**src/rtl/adc_bcd_formatter_pkg.sv**
```systemverilog
// ----------------------------------------------------------------------------
// adc_disp_pkg
//   Shared constants and types for the ADC display path: digit geometry,
//   decimal-point position, saturation default, converter FSM states and
//   the leading-zero blank-mask helper.
//   No ports (package).
// ----------------------------------------------------------------------------
package adc_disp_pkg;

    localparam int unsigned DIG_N       = 6;      // digits on the display
    localparam int unsigned DIG_W       = 4;      // bits per BCD digit
    localparam int unsigned DP_DIGIT    = 3;      // digit carrying the decimal point
    localparam int unsigned BCD_W       = DIG_N * DIG_W;
    localparam int unsigned MAX_VAL_DEF = 999999; // largest value six digits can show

    typedef enum logic [1:0] {
        IDLE  = 2'd0,
        SHIFT = 2'd1,
        DONE  = 2'd2
    } fmt_state_e;

    // Blank each digit above the point digit that is zero with only zeros
    // above it. Digits at or below the point digit are never blanked.
    function automatic logic [DIG_N-1:0] lead_zero_mask(input logic [BCD_W-1:0] dig);
        logic [DIG_N-1:0] mask;
        logic             run;
        int unsigned      idx;
        mask = '0;
        run  = 1'b1;
        for (int unsigned i = 0; i < DIG_N - DP_DIGIT - 1; i++) begin
            idx  = DIG_N - 1 - i;
            run  = run & (DIG_W'(dig >> (idx * DIG_W)) == '0);
            mask = mask | (DIG_N'(run) << idx);
        end
        return mask;
    endfunction

endpackage

```
**src/rtl/adc_bcd_formatter_if.sv**
```systemverilog
// ----------------------------------------------------------------------------
// adc_bcd_formatter_if
//   Handshake and result bus between a requester and adc_bcd_formatter.
//   Signals:
//     iSTART  request conversion of iDATA (honoured only while oBUSY=0)
//     iDATA   unsigned binary value, IN_W bits
//     oBUSY   conversion in progress
//     oDONE   one-cycle completion pulse, oDIG valid from this cycle
//     oDIG    packed BCD, [23:20]=MSD .. [3:0]=LSD, held between conversions
//     oOVF    input exceeded the saturation ceiling
//     oBLANK  per-digit leading-zero blank mask
//   Modports: master (requester side), slave (formatter side).
// ----------------------------------------------------------------------------
interface adc_bcd_formatter_if #(
    parameter int unsigned IN_W = 20
);
    import adc_disp_pkg::*;

    logic                 iSTART;
    logic [IN_W-1:0]      iDATA;
    logic                 oBUSY;
    logic                 oDONE;
    logic [BCD_W-1:0]     oDIG;
    logic                 oOVF;
    logic [DIG_N-1:0]     oBLANK;

    modport master (
        output iSTART, iDATA,
        input  oBUSY, oDONE, oDIG, oOVF, oBLANK
    );

    modport slave (
        input  iSTART, iDATA,
        output oBUSY, oDONE, oDIG, oOVF, oBLANK
    );

endinterface

```
**src/rtl/adc_bcd_formatter_add3.sv**
```systemverilog
// ----------------------------------------------------------------------------
// bcd_add3_nibble
//   Combinational double-dabble correction cell: a BCD digit of 5 or more
//   gets +3 so that the following left shift carries correctly into the
//   next digit. No carry leaves the nibble.
//   Ports:
//     din   in  DIG_W  digit before correction
//     dout  out DIG_W  corrected digit
// ----------------------------------------------------------------------------
module bcd_add3_nibble
    import adc_disp_pkg::*;
(
    input  logic [DIG_W-1:0] din,
    output logic [DIG_W-1:0] dout
);

    always_comb begin
        dout = din;
        if (din >= DIG_W'(5)) begin
            dout = din + DIG_W'(3);
        end
    end

endmodule

```
**src/rtl/adc_bcd_formatter.sv**
```systemverilog
// ----------------------------------------------------------------------------
// adc_bcd_formatter
//   Sequential binary-to-BCD converter (double-dabble, one bit per clock)
//   producing six packed BCD digits for the seven-segment LUT bank.
//   Inputs above MAX_VAL are saturated to MAX_VAL and flagged with oOVF.
//   Ports:
//     iCLK    in   system clock, rising edge
//     iRST_N  in   asynchronous active-low reset
//     bus     slave modport of adc_bcd_formatter_if (start/data/busy/done,
//             BCD result, overflow flag, blank mask)
//   Configuration:
//     ADC_BCD_LEADING_ZERO_BLANK_EN  when defined, oBLANK marks leading zero
//     digits above the point digit; when undefined oBLANK is constant zero.
// ----------------------------------------------------------------------------
module adc_bcd_formatter
    import adc_disp_pkg::*;
#(
    parameter int unsigned IN_W    = 20,
    parameter int unsigned MAX_VAL = MAX_VAL_DEF
) (
    input  logic               iCLK,
    input  logic               iRST_N,
    adc_bcd_formatter_if.slave bus
);

    localparam int unsigned     CNT_W = $clog2(IN_W + 1);
    localparam logic [IN_W-1:0] MAX_V = IN_W'(MAX_VAL);

    fmt_state_e       state;
    fmt_state_e       state_nxt;

    logic [IN_W-1:0]  bin;
    logic [BCD_W-1:0] bcd;
    logic [BCD_W-1:0] bcd_adj;
    logic [CNT_W-1:0] cnt;
    logic             ovf;

    logic [BCD_W-1:0] dig_q;
    logic             ovf_q;
    logic             done_q;
    logic             busy;
    logic             accept;
    logic             ovf_in;

    // Per-digit add-3 correction applied before every shift
    for (genvar g = 0; g < DIG_N; g++) begin : g_add3
        bcd_add3_nibble u_add3 (
            .din  (bcd[g*DIG_W +: DIG_W]),
            .dout (bcd_adj[g*DIG_W +: DIG_W])
        );
    end

    assign ovf_in = (bus.iDATA > MAX_V);

    // FSM state register
    always_ff @(posedge iCLK or negedge iRST_N) begin
        if (!iRST_N) begin
            state <= IDLE;
        end else begin
            state <= state_nxt;
        end
    end

    // FSM next state and control
    always_comb begin
        state_nxt = state;
        accept    = 1'b0;
        busy      = 1'b1;
        case (state)
            IDLE: begin
                busy = 1'b0;
                if (bus.iSTART) begin
                    accept    = 1'b1;
                    state_nxt = SHIFT;
                end
            end
            SHIFT: begin
                if (cnt == CNT_W'(1)) begin
                    state_nxt = DONE;
                end
            end
            DONE: begin
                state_nxt = IDLE;
            end
            default: begin
                state_nxt = IDLE;
            end
        endcase
    end

    // Shift registers, bit counter and result registers. oDONE is registered
    // at the DONE edge so it rises together with the new oDIG and lands in
    // the following IDLE cycle; a held iSTART is then accepted on that same
    // cycle's closing edge.
    always_ff @(posedge iCLK or negedge iRST_N) begin
        if (!iRST_N) begin
            bin    <= '0;
            bcd    <= '0;
            cnt    <= '0;
            ovf    <= 1'b0;
            dig_q  <= '0;
            ovf_q  <= 1'b0;
            done_q <= 1'b0;
        end else begin
            done_q <= 1'b0;
            if (accept) begin
                bin <= ovf_in ? MAX_V : bus.iDATA;
                bcd <= '0;
                ovf <= ovf_in;
                cnt <= CNT_W'(IN_W);
            end else if (state == SHIFT) begin
                {bcd, bin} <= {bcd_adj[BCD_W-2:0], bin, 1'b0};
                cnt        <= cnt - CNT_W'(1);
            end else if (state == DONE) begin
                dig_q  <= bcd;
                ovf_q  <= ovf;
                done_q <= 1'b1;
            end
        end
    end

`ifdef ADC_BCD_LEADING_ZERO_BLANK_EN
    logic [DIG_N-1:0] blank_q;

    always_ff @(posedge iCLK or negedge iRST_N) begin
        if (!iRST_N) begin
            blank_q <= '0;
        end else if (state == DONE) begin
            blank_q <= lead_zero_mask(bcd);
        end
    end

    assign bus.oBLANK = blank_q;
`else
    assign bus.oBLANK = '0;
`endif

    assign bus.oBUSY = busy;
    assign bus.oDONE = done_q;
    assign bus.oDIG  = dig_q;
    assign bus.oOVF  = ovf_q;

endmodule

```
**src/flat_wrapper.sv**
```systemverilog
// flat-port wrapper written by rule: the top's interface ports become plain ports
module adc_bcd_formatter_flat import adc_disp_pkg::*;
#(
    parameter int unsigned IN_W    = 20,
    parameter int unsigned MAX_VAL = MAX_VAL_DEF
)
  (iCLK, iRST_N, bus_iSTART, bus_iDATA, bus_oBUSY, bus_oDONE, bus_oDIG, bus_oOVF, bus_oBLANK);
  adc_bcd_formatter_if #(.IN_W(IN_W)) bus_i ();
  input  logic iCLK;
  input  logic iRST_N;
  input wire logic [$bits(bus_i.iSTART)-1:0] bus_iSTART;
  input wire logic [$bits(bus_i.iDATA)-1:0] bus_iDATA;
  output wire logic [$bits(bus_i.oBUSY)-1:0] bus_oBUSY;
  output wire logic [$bits(bus_i.oDONE)-1:0] bus_oDONE;
  output wire logic [$bits(bus_i.oDIG)-1:0] bus_oDIG;
  output wire logic [$bits(bus_i.oOVF)-1:0] bus_oOVF;
  output wire logic [$bits(bus_i.oBLANK)-1:0] bus_oBLANK;
  assign bus_i.iSTART = bus_iSTART;
  assign bus_i.iDATA = bus_iDATA;
  assign bus_oBUSY = bus_i.oBUSY;
  assign bus_oDONE = bus_i.oDONE;
  assign bus_oDIG = bus_i.oDIG;
  assign bus_oOVF = bus_i.oOVF;
  assign bus_oBLANK = bus_i.oBLANK;
  adc_bcd_formatter #(.IN_W(IN_W), .MAX_VAL(MAX_VAL)) u_core (.iCLK(iCLK), .iRST_N(iRST_N), .bus(bus_i));
endmodule
```
**config.mk**
```make
export PLATFORM = sky130hd
export DESIGN_NAME = adc_bcd_formatter_flat
export DESIGN_NICKNAME = d
export VERILOG_FILES = /design/src/rtl/adc_bcd_formatter_pkg.sv /design/src/rtl/adc_bcd_formatter_if.sv /design/src/rtl/adc_bcd_formatter_add3.sv /design/src/rtl/adc_bcd_formatter.sv /design/src/flat_wrapper.sv
export SDC_FILE = /design/constraint.sdc
export NUM_CORES = 1
export LEC_CHECK = 0
export ABC_AREA = 1
export CAP_MARGIN = 25
export CORE_MARGIN = 3
export CORE_UTILIZATION = 55
export CTS_BUF_LIST = sky130_fd_sc_hd__clkbuf_2
export CTS_CLUSTER_SIZE = 25
export DETAILED_ROUTE_END_ITERATION = 10
export GPL_TIMING_DRIVEN = 0
export HOLD_SLACK_MARGIN = 0.02
export MAX_ROUTING_LAYER = met4
export PLACE_DENSITY = 0.91
export SKIP_CTS_REPAIR_TIMING = 1
export SLEW_MARGIN = 20
export SYNTH_ARGS = -nofsm -noshare
export SYNTH_HDL_FRONTEND = slang
export SYNTH_HIERARCHICAL = 1
export SYNTH_SLANG_ARGS = --single-unit
```
**constraint.sdc**
```tcl
create_clock -name iCLK -period 2.6 [get_ports iCLK]
set_clock_uncertainty 0.1 [all_clocks]
set_input_delay 0.39 -clock iCLK [delete_from_list [all_inputs] [get_ports iCLK]]
set_output_delay 0.39 -clock iCLK [all_outputs]
set_load 0.02 [all_outputs]
```
# ---- Word-level counts from Yosys, hierarchy flattened
# Index checks and enable logic that the tools add are counted.
dict set report totals {
  ff_bits 78
  in_bits 23
  out_inout_bits 33
  elab_cells 55
}
dict set report classes {
  add_sub_neg 7
  order_cmp 7
  n_eq_ne 5
  muxes 22
  bitwise_logic 2
  reduce_logical 4
}
# op count
set ops {}
lappend ops {{2-to-1 mux 20 bit} 3}
lappend ops {{2-to-1 mux 24 bit} 2}
lappend ops {{>= comparator 4 x 3 -> 1 bit (second input constant)} 6}
lappend ops {{adder 4 x 2 -> 4 bit (second input constant)} 5}
lappend ops {{greater-than comparator 20 bit (second input constant)} 1}
lappend ops {{2-to-1 mux 4 bit} 5}
lappend ops {{2-to-1 mux 5 bit} 2}
lappend ops {{2-to-1 mux 1 bit} 6}
lappend ops {{equality test 5 x 1 -> 1 bit (second input constant)} 1}
lappend ops {{subtractor 5 x 1 -> 5 bit (second input constant)} 1}
lappend ops {{2-to-1 mux 2 bit} 2}
lappend ops {{case mux 2 bit (2 select lines)} 1}
lappend ops {{adder 3 x 2 -> 3 bit (second input constant)} 1}
lappend ops {{2-to-1 mux 3 bit} 1}
lappend ops {{AND reduction 3 bit} 1}
lappend ops {{equality test 2 x 1 -> 1 bit (second input constant)} 1}
lappend ops {{equality test 2 bit (second input constant)} 1}
lappend ops {{logical NOT 2 bit} 1}
lappend ops {{!= test 2 x 1 -> 1 bit (second input constant)} 1}
lappend ops {{!= test 2 bit (second input constant)} 1}
lappend ops {{inverter 1 bit} 2}
lappend ops {{AND reduction 2 bit} 1}
lappend ops {{nonzero test 2 bit} 1}

# ---- Depth between registers and ports, before layout
# Gate-level depths: netlist of the first run.
dict set report logic_depth {
  depth_word 4
  depth_mapped 9
  mapped_depth_nobuf 9
}

# ---- Cells and area by module
# Netlist of the first run, hierarchy kept.
# mod n_inst cells_each area_per_inst_um2 seq_area_each_um2
set modules_own_cells {}
lappend modules_own_cells {adc_bcd_formatter 1 389 3364.5 1951.9}
lappend modules_own_cells {bcd_add3_nibble 6 23 135.1 0.0}

# ---- Worst setup path before layout of the first run
# Ideal clock, no wire load.
dict set report synth_path {
  kind {input -> register}
  start {in bus_iDATA[6]}
  end {reg u_core.ovf}
  setup_time_ns 0.133
  arrival_ns 1.108
  required_ns 2.367
  setup_slack_ns 1.259
  cell_stages 8
  n_path_buf 0
  path_cell_list {nor2_1 nand2_1 nand2_1 nand2_1 nand2_1 nand2_1 nand2_1 o21ai_0}
}
dict set report synth_via {
  elab_chain_cells 1
}
# element line
set synth_lines {}
lappend synth_lines {{start: declaration} flat_wrapper.sv:12} ;# input wire logic [$bits(bus_i.iDATA)-1:0] bus_iDATA;
lappend synth_lines {{greater-than comparator 20 bit} adc_bcd_formatter.sv:53} ;# assign ovf_in = (bus.iDATA > MAX_V);
lappend synth_lines {{end signal: assignment} adc_bcd_formatter.sv:109} ;# ovf <= ovf_in;
lappend synth_lines {{end: declaration} adc_bcd_formatter.sv:36} ;# logic ovf;
# Every way passes these cells.
# A chain may end at the register's enable or synchronous reset.

# ---- Worst setup path in the final report of the first run
dict set report layout_path {
  start {reg u_core.state[1]}
  end {out bus_oBUSY}
}
dict set report layout_via {
  elab_chain_cells 2
}
# element line
set layout_lines {}
lappend layout_lines {{start: declaration} adc_bcd_formatter.sv:29} ;# fmt_state_e state;
lappend layout_lines {{start signal: assignment} adc_bcd_formatter.sv:60} ;# state <= state_nxt;
lappend layout_lines {{logical NOT 2 bit} adc_bcd_formatter.sv:69} ;# case (state)
lappend layout_lines {{2-to-1 mux 1 bit} adc_bcd_formatter.sv:69}
lappend layout_lines {{end: declaration} flat_wrapper.sv:13} ;# output wire logic [$bits(bus_i.oBUSY)-1:0] bus_oBUSY;
# Every way passes these cells.

==> results by stage, run 1 <==
Floorplanning:
- For this configuration, the core starts out at a cell density of between 50% and 60%.
- The die boundary height is between 90 and 100 um.
- The row count is 31.
- The I/O pin count is 56.
- The area enclosed by the die boundary is 8620 sq um.
- The die is 92.9 um wide.
- The core footprint is 7290 sq um.

Finish:
- The net count of the finished layout is between 600 and 700.
- The number of antenna diodes in the final layout is 0.
- Once layout is done, the placed cells without fillers occupy 4950 sq um.
- The multi-input combinational cells in the finished layout cover a total of 1770 sq um.
- The number of standard cells in the final layout excluding fillers is 693.
- Of the cells placed in the final design, the portion with a size suffix greater than 1 is 13.0%.
- The area added between synthesis and finish is 19.2%.
- In the final layout, flip-flops and latches occupy 1950 sq um.
- The count of filler cells inserted in the layout is just over 600.

Clocking:
- The later-pin clock latency in the skew report is 0.51 ns.
- The H-tree was split into 3 levels.
- In this run the deepest clock path goes through 2 buffers.
- The tree is rooted in a clkbuf_2.
- TritonCTS built the clock tree.
- After clock tree synthesis, the clock-pin slew on the worst setup and hold paths is roughly 0.20 ns.
- The number of clock sinks is 78.
- The number of buffers created by CTS is 9.

Place:
- In this run the tool buffered the top-level ports with a little under 50 buffer cells.
- Counting tap cells, the placed design contains a total of just under 700 instances.
- Summing all placed instances gives a cell area of 4810 sq um.
- Summed over all nets, the half-perimeter wirelength after detailed placement is 6740 um.
- The final estimated routing congestion in global placement is around 0.95.

Routing:
- Across all layers, the routed design uses roughly 3700 vias.
- In the final routed layout, each cell accounts on average for between 10 and 15 um.
- The DRC violations left is 0.
- In this run, the number of DRC markers left after iteration 0 of detailed routing was between 150 and 200.
- For this run, the detailed router's first-pass iteration total came to 6.
- Using the TritonRoute via totals, the vias-per-cell ratio works out to roughly 5.3.
- Once detail routing completed, the nets flagged for antenna violations numbered 0.
- The routed design has 9430 um of wire.

Status:
- The run finished with clean final reports.

STA:
- Setup repair after global routing left no endpoint under its margin.
- The maximum operating frequency is 448 MHz.
- Hold timing on the final database bottoms out at a slack of just under 0.2 ns.
- The total count of max-transition violations in the final report was 0.
- At the pin with the least slew margin, the transition time is between 0.5 and 0.6 ns.
- The final critical path takes up between 80 and 90% of the cycle.
- The worst pin sits at a relative slew slack of 64.5%.
- The total count of hold-check failures in the final report is 0.
- For the finished layout, the period the worst path requires is 2.23 ns.
- Setup violations remaining at the end of the flow were counted as 0.

GRT:
- The initial antenna violation count is 0.
- The pin count of the biggest net entering global routing is 60.
- Global routing used 23.0% of the available tracks across all layers.
- The via count of the first global-routing pass came to 3499.
- The residual overflow from global routing is 0.
- The first-pass GRT wire length is around 15000 um.

Yosys:
- Synthesis produced a netlist whose cell count is approximately 520.
- The synthesized netlist occupies a cell area of ~4100 sq um.
- The average cell area after synthesis is 7.95 sq um.
- For this run, the number of Yosys warnings is 6.

Worst setup path:
- The required time at the worst-slack endpoint is ~2.1 ns.
- The type of element capturing the critical path is an output pin.
- The highest fanout seen on the critical path is 3.
- The arrival time of the worst setup path is 1.74 ns.
- The number of buffers and inverters on the critical path is 2.
- Traced cell by cell, the critical path runs through inv_1 -> nand2_1 -> clkdlybuf4s50_1.
- The worst setup path is launched from a flop.
- The slowest stage of the critical path is the clkdlybuf4s50_1 cell.
- The cell family contributing the most delay on the critical path is buffers and inverters.
- The class of the most critical setup path is flop to output pin.
- For this run, the slowest stage of the critical path takes slightly above 0.6 ns.

Job:
- The max-cap violation count is 0.

Hold path:
- The path class of the tightest hold or removal check is input port to asynchronous set/reset pin.

Pwr:
- The power per cell area is ~1200 nW/um^2.
- In this run the static leakage power is around 2.5 nW.
- The worst-case IR drop observed on VDD is about 460 uV.
## power breakdown
| part | internal (W) | switching [W] |
|---|---|---|
| registers | 0.00175 | 0.000371 |
| clock network | 0.000321 | 0.000403 |
| logic | 0.00122 | 0.00188 |
| total | 0.00329 | 0.00266 |
## flip-flops by register name (all words and copies together), names as in the netlist
name / flops
u_core/bcd: 24
u_core/bus.oDIG: 24
u_core/bin: 20
u_core/cnt: 5
u_core/state: 2
u_core/bus.oDONE: 1
u_core/bus.oOVF: 1
u_core/ovf: 1
## stage by stage
| step | TNS [ns] | setup slack, ns | util [%] | total power (W) |
|---|---|---|---|---|
| 2_1_floorplan | 0 | 1.26 | - | 0.00423 |
| 3_3_place_gp | -120.05 | -1.54 | 65.6 | 0.00497 |
| 3_5_place_dp | 0 | 0.542 | 65.9 | 0.00519 |
| 4_1_cts | 0 | 0.371 | 67.7 | 0.00593 |
| 5_1_grt | 0 | 0.267 | 67.8 | 0.00644 |
| 6_report | 0 | 0.370 | 67.8 | 0.00595 |
## layout make-up
cell class,instances,share of cell area [%]
plain buffers,22,2.45
clock buffers,11,1.11
clock inverters,5,1.49
inverters,87,6.60
multi-input cells,340,35.7
flip-flops and latches,78,39.5
well taps,99,2.50
repair buffers,51,10.6
## path summary, 6_finish.rpt
| check | from | end | slack, ns | cells after the start |
|---|---|---|---|---|
| max | u_core/state[1]$_DFFE_PN0P_ | bus_oBUSY | 0.37 | 3 |
| min | iRST_N | u_core/bus.oDIG[7]$_DFFE_PN0P_ | 0.19 | 2 |
| max reg2reg | u_core/state[1]$_DFFE_PN0P_ | u_core/bcd[14]$_DFFE_PN0P_ | 0.81 | 5 |
| min reg2reg | u_core/cnt[4]$_DFFE_PN0P_ | u_core/cnt[4]$_DFFE_PN0P_ | 0.39 | 1 |
| max in group asynchronous | iRST_N | u_core/bcd[0]$_DFFE_PN0P_ | 1.62 | 3 |
| min in group iCLK | bus_iDATA[0] | u_core/bin[0]$_DFFE_PN0P_ | 0.35 | 3 |
## layer usage
| layer | share of wire [%] | track usage, % | vias up |
|---|---|---|---|
| li1 | - | - | 1763 |
| met1 | 40 | 27.1 | 1740 |
| met2 | 52 | 38.8 | 121 |
| met3 | 5.2 | 3.98 | 29 |
| met4 | 2.8 | 9.89 | 0 |
| met5 | 0 | - | - |
## layout by cell type, fill, tap and decap left out
cell type	count
o21ai_1	1
nand4_1	1
dlygate4sd3_1	1
conb_1	6
dfrtp_1	78
inv_2	9
inv_1	78
nand2_2	6
clkbuf_1	10
nand3_1	18
buf_4	8
o22ai_1	3
nor2_1	36
o221ai_1	1
nand3b_1	1
buf_16	1
o21ai_0	75
o211ai_1	2
a21oi_2	5
o21ai_2	6
a22oi_1	1
clkinv_1	1
buf_2	4
or2_2	6
clkinv_2	2
clkdlybuf4s50_1	48
a21oi_1	15
ha_1	14
clkbuf_2	11
nand2_1	127
bufinv_16	2
nor2_4	13
buf_6	1
nand2_4	1
nand3_2	2
No activity file was read; power rests on OpenSTA's default activity.
==> inputs of run 2 (changes only) <==
SETUP_SLACK_MARGIN = 0.3   (was default)
==> results by stage, run 2 (synthesis gave the netlist of run 1 again) <==
Status:
- The run finished with clean final reports.

Worst setup path:
- The reg-to-reg endpoint is u_core/bin[19]$_DFFE_PN0P_.
- The worst setup path endpoint is bus_oDIG[5].
- In this design, the largest share of critical-path delay is due to buffers and inverters.
- The arrival time of the worst setup path is 1.53 ns (-0.21 ns).
- The total stage count of the critical path is 1 (-2).
- The flop-to-flop setup slack was 0.90 ns (+0.09 ns).
- The class of the most critical setup path is flop to output pin.
- The most critical setup path has its startpoint at u_core/bus.oDIG[5]$_DFFE_PN0P_.
- The number of cells on the worst reg-to-reg path is 5 (unchanged).
- The critical path's slowest cell is clkdlybuf4s50_1.
- STA classifies the critical path startpoint as a flop.
- The launch instance of the worst register-to-register path is u_core/state[1]$_DFFE_PN0P_.
- The number of buffers and inverters on the critical path is 1 (-1).
- The required time at the worst-slack endpoint is 2.11 ns (about the same).
- The signal on the critical path passes through clkdlybuf4s50_1.
- The highest fanout seen on the critical path is 2 (-1).
- The type of element capturing the critical path is an output pin.
- The largest stage delay on the critical path is 0.62 ns (about the same).

Clocking:
- The number of clock sinks is 78 (unchanged).
- The maximum buffer depth of the clock tree is 2 (unchanged).
- The maximum level of the CTS H-tree is 3 (unchanged).
- The CTS root buffer is clkbuf_2.
- The clock transition at the register clock pins on the worst setup and hold paths after CTS came to 0.20 ns (about the same).
- The number of buffers created by CTS is 9 (unchanged).
- The later-pin clock latency in the skew report was 0.51 ns (about the same).
- TritonCTS built the clock tree.

Place:
- The cell area after placement is 4810 sq um (unchanged).
- The port buffer count is 49 (unchanged).
- The detailed-placement wirelength estimate came to 6740 um (unchanged).
- The final estimated routing congestion in global placement is 0.947 (unchanged).

GRT:
- The residual overflow from global routing is 0 (unchanged).
- The pin count of the biggest net entering global routing came to 60 (unchanged).
- The first-pass GRT wire length is 15400 um (unchanged).
- The initial antenna violation count is 0 (unchanged).
- The total global routing track utilization came to 23.0% (unchanged).
- The via count of the first global-routing pass is 3499 (unchanged).

STA:
- The final period utilization is 77.7% (-8.1 points).
- The maximum operating frequency is 495 MHz (+10%).
- The slew at the pin closest to its max-slew limit was 0.524 ns (-0.00803 ns).
- Setup repair after global routing left no endpoint under its margin.
- The total count of hold-check failures in the final report is 0 (unchanged).
- The total of endpoints with negative setup slack in the final report is 0 (unchanged).
- The worst max-slew margin expressed relative to the limit is 65.1% (+0.54 points).
- The final period demand of the worst path is 2.02 ns (-0.210 ns).
- The total count of max-transition violations in the final report is 0 (unchanged).
- The total negative slack is 0 ns (unchanged).

Pwr:
- The leakage component of the power is 2.50 nW (+0.17%).
- The internal power component came to 0.00329 W (about the same).
- The switching fraction of total power is 44.6% (-0.11 points).
- The switching power is 0.00265 W (-0.49%).
- The worst IR drop on VDD is 456 uV (-0.42%).
- The portion of total power attributed to the clock network is 12.1% (about the same).
- The combinational cell fraction of total power came to 52.2% (about the same).
- The overall power is 0.00594 W (-0.23%).
- The power per cell area is 1200 nW/um^2 (-0.28%).
- The sequential share of power came to 35.7% (about the same).

Floorplanning:
- The die boundary height came to 92.9 um (unchanged).
- The starting density of the core was 56.9% (unchanged).
- The area enclosed by the die boundary is 8620 sq um (unchanged).
- The core footprint is 7290 sq um (unchanged).
- The row count came to 31 (unchanged).
- The I/O pin count is 56 (unchanged).
- The width of the chip is 92.9 um (unchanged).

Routing:
- The violation count after the first detailed-route iteration is 215 (+10%).
- The remaining antenna violation count came to 0 (unchanged).
- The number of optimization iterations in the first detailed-route pass is 5 (-1).
- The routed wirelength normalized by instance count is 13.6 um (-0.40%).
- The DRC violations left is 0 (unchanged).
- The detailed-route via count is 3653 (unchanged).
- The average vias per placed instance is 5.27 (unchanged).
- The wire length after detailed routing came to 9390 um (-0.40%).

Finish:
- The most common cell after layout, fill and taps aside is nand2_1.
- The library cells used most frequently in the layout, excluding fill and tap cells, are nand2_1, inv_1, dfrtp_1.
- The count of filler cells inserted in the layout came to 599 (-1.3%).
- The summed area of non-filler cells in the final layout was 4950 sq um (about the same).
- The core utilization of the finished layout is 67.9% (about the same).
- The net count reported at finish is 626 (unchanged).
- The area added between synthesis and finish was 19.3% (about the same).
- The share of post-route cells with drive strength above 1 is 13.0% (unchanged).
- The number of antenna cells inserted is 0 (unchanged).

Hold path:
- The min-delay analysis places its worst path in the category input port to asynchronous set/reset pin.

Job:
- The max-cap violation count is 0 (unchanged).
## run 2: through the flow
step           instances  hold WS, ns  worst slack, ns
2_1_floorplan        527     -0.00559             1.26
3_3_place_gp         675        0.355            -1.54
3_5_place_dp         676        0.192            0.542
4_1_cts              692       -0.390            0.371
5_1_grt              693        0.199            0.492
6_report             693        0.198            0.580
## run 2: power by group through the flow
stage / clock, W / sequential [W] / combinational, W
finish: 0.000718 / 0.00212 / 0.00310
global route: 0.000786 / 0.00219 / 0.00346
CTS: 0.000731 / 0.00211 / 0.00309
floorplan: 0 / 0.00225 / 0.00198
detailed placement: 0 / 0.00214 / 0.00304
global placement: 0 / 0.00211 / 0.00286
## run 2: worst min path at each step
stage                     slack [ns]                               to                      start
after floorplan               -0.006        u_core/bcd[0]$_DFFE_PN0P_                     iRST_N
after global placement          0.36        u_core/cnt[4]$_DFFE_PN0P_  u_core/cnt[4]$_DFFE_PN0P_
after detailed placement        0.19       u_core/bcd[11]$_DFFE_PN0P_                     iRST_N
after CTS                      -0.39  u_core/bus.oDIG[11]$_DFFE_PN0P_                     iRST_N
after global routing            0.20  u_core/bus.oDIG[11]$_DFFE_PN0P_                     iRST_N
final                           0.20  u_core/bus.oDIG[11]$_DFFE_PN0P_                     iRST_N
## run 2: routing by layer
layer,track usage [%],vias to the layer above,part of all wire (%),routed length [um]
li1,-,1758,-,-
met1,27.1,1740,40,3770
met2,38.8,129,52,4850
met3,3.98,26,5.5,516
met4,9.89,0,2.7,250
met5,-,-,0,0
## run 2: layout make-up
type                       count  area (sq um)  share of cell area [%]
buffer                        22           121                    2.45
clock buffer                  11          55.1                    1.11
clock inverter                 5          73.8                    1.49
inverter                      87           327                    6.60
multi-input combinational    340          1770                    35.7
sequential                    78          1950                    39.4
tap                           99           124                    2.50
timing repair buffer          51           528                    10.7
